$ cat config.mk
export PLATFORM = sky130hd
export DESIGN_NAME = ula_operand_stage
export DESIGN_NICKNAME = d
export VERILOG_FILES = /design/src/rtl/ula_pkg.sv /design/src/rtl/ula_regfile.sv /design/src/rtl/ula_operand_stage.sv
export SDC_FILE = /design/constraint.sdc
export NUM_CORES = 2
export LEC_CHECK = 0
export CAP_MARGIN = 20
export CORE_UTILIZATION = 50
export DETAILED_ROUTE_END_ITERATION = 16
export HOLD_SLACK_MARGIN = 0.15
export PLACE_DENSITY_LB_ADDON = 0.05
export SLEW_MARGIN = 30
export SYNTH_ARGS = -nofsm -noshare
export SYNTH_HDL_FRONTEND = slang
export SYNTH_SLANG_ARGS = --single-unit
$ cat constraint.sdc
create_clock -name clock -period 44.4 [get_ports clock]
set_input_delay 4.44 -clock clock [delete_from_list [all_inputs] [get_ports clock]]
set_output_delay 4.44 -clock clock [all_outputs]
set_load 0.005 [all_outputs]
$ cat src/rtl/ula_pkg.sv
// Shared widths, ALU opcode encoding and output-state encoding for the
// operand stage feeding the ULA.
package ula_pkg;

  localparam int DATA_W = 32;
  localparam int OP_W   = 5;
  localparam int REG_N  = 32;
  localparam int REG_AW = 5;

  typedef enum logic [OP_W-1:0] {
    OP_ADD    = 5'b00000,
    OP_ADDINC = 5'b00001,
    OP_INCA   = 5'b00011,
    OP_SUBDEC = 5'b00100,
    OP_SUB    = 5'b00101,
    OP_DECA   = 5'b00110,
    OP_LSL    = 5'b01000,
    OP_ASR    = 5'b01001,
    OP_ZERO   = 5'b10000,
    OP_AND    = 5'b10001,
    OP_ONE    = 5'b11111
  } alu_op_e;

  // Output register occupancy.
  localparam logic [0:0] ST_EMPTY = 1'b0;
  localparam logic [0:0] ST_FULL  = 1'b1;

endpackage

$ cat src/rtl/ula_regfile.sv
// Register file: two combinational read ports, one synchronous write port,
// r0 hardwired to zero, and write-through so a same-cycle write is visible
// on the read ports.
module ula_regfile
  import ula_pkg::*;
#(
  parameter int DATA_W = 32,
  parameter int REG_N  = 32,
  parameter int AW     = $clog2(REG_N)
) (
  input  logic              clock,
  input  logic              reset,
  input  logic [AW-1:0]     rd_addr_a,
  output logic [DATA_W-1:0] rd_data_a,
  input  logic [AW-1:0]     rd_addr_b,
  output logic [DATA_W-1:0] rd_data_b,
  input  logic              wr_en,
  input  logic [AW-1:0]     wr_addr,
  input  logic [DATA_W-1:0] wr_data
);

  logic [DATA_W-1:0] mem_q [REG_N];
  logic [DATA_W-1:0] mem_d [REG_N];

  // Next register contents: only the addressed non-zero entry changes.
  always_comb begin
    // NOTE: copy the current state first so every path assigns mem_d and no latch is inferred.
    mem_d = mem_q;
    if (wr_en && (wr_addr != '0)) begin
      mem_d[wr_addr] = wr_data;
    end
  end

  // Register storage; every entry is cleared so reads after reset return 0.
  always_ff @(posedge clock or posedge reset) begin
    // NOTE: this array is reset on purpose -- software relies on registers reading 0 after reset, so it cannot map to a plain RAM macro.
    if (reset) begin
      for (int i = 0; i < REG_N; i++) begin
        mem_q[i] <= '0;
      end
    end else begin
      // NOTE: state is updated with non-blocking assignments so all flops see pre-edge values.
      mem_q <= mem_d;
    end
  end

  // Read port A: r0 is zero, a same-cycle write is forwarded.
  always_comb begin
    rd_data_a = mem_q[rd_addr_a];
    if (rd_addr_a == '0) begin
      rd_data_a = '0;
    end else if (wr_en && (wr_addr == rd_addr_a)) begin
      rd_data_a = wr_data;
    end
  end

  // Read port B: same rules as port A.
  always_comb begin
    rd_data_b = mem_q[rd_addr_b];
    if (rd_addr_b == '0) begin
      rd_data_b = '0;
    end else if (wr_en && (wr_addr == rd_addr_b)) begin
      rd_data_b = wr_data;
    end
  end

endmodule

$ cat src/rtl/ula_operand_stage.sv
// Issue stage ahead of the ULA: reads operands, tracks outstanding writes in
// a pending scoreboard, stalls on RAW/WAW hazards and holds one instruction
// in an output register behind a valid/ready handshake.
module ula_operand_stage
  import ula_pkg::*;
#(
  parameter int DATA_W = ula_pkg::DATA_W,
  parameter int REG_N  = ula_pkg::REG_N,
  parameter int OP_W   = ula_pkg::OP_W,
  localparam int AW    = $clog2(REG_N)
) (
  input  logic              clock,
  input  logic              reset,
  input  logic              in_valid,
  output logic              in_ready,
  input  logic [OP_W-1:0]   in_opcode,
  input  logic [AW-1:0]     in_rd,
  input  logic [AW-1:0]     in_rs,
  input  logic [AW-1:0]     in_rt,
  input  logic [15:0]       in_imm,
  input  logic              in_use_imm,
  output logic              out_valid,
  input  logic              out_ready,
  output logic [DATA_W-1:0] A,
  output logic [DATA_W-1:0] B,
  output logic [OP_W-1:0]   opcode,
  output logic [AW-1:0]     out_rd,
  input  logic              wb_en,
  input  logic [AW-1:0]     wb_rd,
  input  logic [DATA_W-1:0] wb_data,
  output logic              busy
);

  logic [REG_N-1:0]  pending_q, pending_d;
  logic [0:0]        state_q, state_d;
  logic [DATA_W-1:0] a_q, a_d, b_q, b_d;
  logic [OP_W-1:0]   opcode_q, opcode_d;
  logic [AW-1:0]     out_rd_q, out_rd_d;

  logic [DATA_W-1:0] rs_data, rt_data, imm_sext;
  logic              hazard, issue;

  // A register blocks issue while a write to it is outstanding, unless that
  // write is landing this cycle (the bypass then supplies the value).
  function automatic logic is_blocked(input logic [AW-1:0]    r,
                                      input logic [REG_N-1:0] pend,
                                      input logic             wen,
                                      input logic [AW-1:0]    wr);
    return pend[r] && !(wen && (wr == r));
  endfunction

  ula_regfile #(
    .DATA_W(DATA_W),
    .REG_N (REG_N)
  ) u_regfile (
    .clock    (clock),
    .reset    (reset),
    .rd_addr_a(in_rs),
    .rd_data_a(rs_data),
    .rd_addr_b(in_rt),
    .rd_data_b(rt_data),
    .wr_en    (wb_en),
    .wr_addr  (wb_rd),
    .wr_data  (wb_data)
  );

  assign imm_sext  = {{(DATA_W-16){in_imm[15]}}, in_imm};
  assign out_valid = (state_q == ST_FULL);
  assign busy      = |pending_q;
  assign A         = a_q;
  assign B         = b_q;
  assign opcode    = opcode_q;
  assign out_rd    = out_rd_q;

  // Hazard detection and handshake: rt only matters when B comes from the file.
  always_comb begin
    hazard = is_blocked(in_rs, pending_q, wb_en, wb_rd)
          || (!in_use_imm && is_blocked(in_rt, pending_q, wb_en, wb_rd))
          || is_blocked(in_rd, pending_q, wb_en, wb_rd);
    in_ready = !hazard && (!out_valid || out_ready);
    issue    = in_valid && in_ready;
  end

  // Scoreboard update: clear on write-back, then set on issue so a
  // simultaneous issue to the same register keeps it pending.
  always_comb begin
    pending_d = pending_q;
    if (wb_en) begin
      pending_d[wb_rd] = 1'b0;
    end
    if (issue && (in_rd != '0)) begin
      pending_d[in_rd] = 1'b1;
    end
  end

  // Output register occupancy and captured instruction fields.
  always_comb begin
    state_d  = state_q;
    a_d      = a_q;
    b_d      = b_q;
    opcode_d = opcode_q;
    out_rd_d = out_rd_q;
    case (state_q)
      ST_EMPTY: if (issue) state_d = ST_FULL;
      default:  if (out_ready && !issue) state_d = ST_EMPTY;
    endcase
    if (issue) begin
      a_d      = rs_data;
      b_d      = in_use_imm ? imm_sext : rt_data;
      opcode_d = in_opcode;
      out_rd_d = in_rd;
    end
  end

  // Stage state; reset drops any in-flight instruction and all pending bits.
  always_ff @(posedge clock or posedge reset) begin
    if (reset) begin
      pending_q <= '0;
      state_q   <= ST_EMPTY;
      a_q       <= '0;
      b_q       <= '0;
      opcode_q  <= '0;
      out_rd_q  <= '0;
    end else begin
      pending_q <= pending_d;
      state_q   <= state_d;
      a_q       <= a_d;
      b_q       <= b_d;
      opcode_q  <= opcode_d;
      out_rd_q  <= out_rd_d;
    end
  end

endmodule

==> impl_metrics.ini <==
[sta]
setup_ws_ns = 32.44
fin_skew_ns = 0.0211
whs_ns = 0.394
finalCriticalPeriod_ns = 11.96
drv_slew = 0
min_period_over_period_pct = 26.9
setup_viol = 0
relSlewSlack_pct = 29.7
tightest_slew_ns = 1.06
finalSetupTns_ns = 0
rsz0062_at_grt = false
max_freq_mhz = 83.6
hold_viol_final = 0

[clock_network]
cts.path.max_buffers = 3
post-cts-setup-buffers = 0
clkTransAtPathRegs_ns = 0.06
holdBufCountCts = 0
cts_resized = 0
cts_buffers = 131
root_buffer = clkbuf_16
h-tree-depth = 4
cts.sinks = 1131
insertion_delay_ns = 0.75
cts_tree = done

[synthesis]
synth.area.top_cells = dfrtp_1, mux4_2, mux2_2
netlist_area_um2 = 60000
synth_top_area_share_pct = 47.2
syn_nets = 3983
synth_edf_count = 0
synth.distinct_cells = 56
syn-instance-count = 3904
ys.flop_type = dfrtp_1
yosysTopAreaCell = dfrtp_1
synth-seq-area-share_pct = 47.2
synth_area_per_cell_um2 = 15.4
synthArstFlopShare_pct = 100
synth-warning-count = 0
yosys_register_bits = 1131

[worst_setup_path]
cp_top_family = buffers and inverters
critPathArrivalTime_ns = 7.52
critPathLaunchType = input port
cpPeakStageDelay_ns = 0.77
crit_chain = buf_8, buf_4, mux4_2, mux2i_1, nor2_1, o2111ai_1, and4_1, clkdlybuf4s50_1
critical_path.endpoint_type = primary output
slowest_stage = buf_4
path_class = input port to primary output
critPathMaxFanout = 76
required_ns = 39.96
startpoint = in_rs[1]
path_buf_inv = 3
worstReg2RegStart = pending_q[16]

[power_and_ir_drop]
p_sw_share_pct = 27.3
pwr-share-clk_pct = 33.6
p_comb_share_pct = 22.1
p_seq_share_pct = 44.3
power.internal_mw = 2.32
p_sw_mw = 0.872
p_per_area_nw_per_um2 = 47.7
leakage_nw = 28.5
ir_drop_v = 0.0000428
power_mw = 3.20

[placement]
pre_cts_ws_ns = 32.39
placedCellCount = 5303
place.gp.congestion = 0.868
hpwl_um = 101000
port_buffers = 155

[final_layout]
fin_nets = 3916
layout.cells.non_filler = 5531
syn2layout_area_growth_pct = 11.7
drive_above_1_share_pct = 52.3

[grt]
grt_pass1_wl_um = 282000
grt_pass1_vias = 40100
antenna_found_initial = 3
overflow = 0
grt_max_degree = 157
grt_usage_pct = 31.9

[detailed_routing]
drt_first_pass_iters = 5
vias = 37900
ant_nets = 0
drc_errors = 0
wl_per_cell_um = 34.2
drt_iter0_drc = 3337
vias_per_cell = 6.84
drt_wl_total_um = 189000

[die]
die_y_um = 348
die-area_um2 = 121000
start_util_pct = 50.6
fp.dieW_um = 348
core_um2 = 119000
pin_count = 156
row_count = 126

[hold_path]
hold_start = u_regfile.mem_q[1008]
min_path_type = register to register

[outcome]
status = finished, final reports clean

[flow_run]
cap_violations = 0
==> path summary, 6_finish.rpt <==
path | end | slack, ns | cells past startpoint
max reg2reg | B[9] | 40.92 | 7
min | u_regfile.mem_q[1008] | 0.39 | 0
max | in_ready | 32.44 | 8
max in group asynchronous | u_regfile.mem_q[710] | 36.47 | 6
min in group asynchronous | opcode[4] | 4.29 | 2
min reg2reg | u_regfile.mem_q[1008] | 0.39 | 0
==> Yosys cell counts (2+ instances only) <==
master     count
a21oi_1       33
o2111ai_1      2
nor2_1        26
mux2_2      1077
a22o_1        18
mux4_2       582
and2_1         2
nor3_1         6
and4_1         2
nand3b_1      11
o22ai_1        3
nor4_1        12
nor4b_1        3
nor2b_1       22
clkbuf_1     304
a211oi_1      18
a221oi_1      18
o31ai_1        9
nand2_1       75
nand2b_1       8
and3_1         3
dfrtp_1     1131
nand3_1      107
nor3b_1        5
buf_1         86
nand4_1        3
o41ai_2        5
buf_6          4
inv_1          2
a32o_1        14
xor2_1        12
or2_2          4
o21ai_0       53
a41o_1         2
o32ai_1        2
a22oi_1       29
a31oi_1        2
buf_2         52
xnor2_1        3
mux2i_1      121
mux2_4        18
==> metal layers <==
metal	up-vias	GRT usage (%)	share of wire [%]
met5	-	0	0.013
met4	4	11.5	3.6
met3	386	5.20	6.8
met2	1601	50.7	48
met1	20800	44.5	41
li1	15000	-	-
==> power by group through the flow <==
stage                     Combinational, mW  Clock (mW)  Sequential, mW
final                                 0.706        1.07            1.42
after global routing                  0.755        1.13            1.44
after CTS                             0.712        1.10            1.41
after detailed placement              0.709           0            1.43
after global placement                0.692           0            1.40
after floorplan                       0.513           0            1.37
==> cell families after synthesis <==
kind of cell,after synthesis,share of synthesized area (%)
muxes,1798,44.6
and+or+nand+nor,294,2.48
AOI/OAI and AO/OA,217,2.58
DFF,1131,47.2
xor gates and xnor gates,15,0.219
buffers and inverters,449,2.98
==> metrics by stage <==
step	util [%]	instance area (um^2)
2_1_floorplan	-	60000
3_3_place_gp	52.9	62700
3_5_place_dp	52.9	62800
4_1_cts	56.5	67000
5_1_grt	56.5	67000
6_report	56.5	67000
==> registers in the layout, summed over array words and instances (netlist names) <==
register and flops:
u_regfile.mem_q 1024, A 32, B 32, pending_q 32
opcode 5, out_rd 5, out_valid 1
==> cell usage in the layout, fill, tap and decap left out, drive strengths merged, types with 33 or more instances in the layout <==
cell type	n
clkbuf	196
clkdlybuf4s50	121
mux2i	121
buf	125
nand3	108
o21ai	53
mux4	582
dfrtp	1131
a21oi	33
nand2	75
mux2	1095
==> area by class of cell <==
| type | instances | area [um^2] |
|---|---|---|
| fill | 9315 | 51600 |
| multi-input combinational | 2324 | 30100 |
| sequential | 1131 | 28300 |
| clock buffer | 195 | 3940 |
| timing repair buffer | 247 | 2300 |
| tap | 1600 | 2000 |
| clock inverter | 30 | 307 |
| inverter | 2 | 15.0 |
| antenna | 2 | 5.00 |
Power figures use the tool's default switching activity.
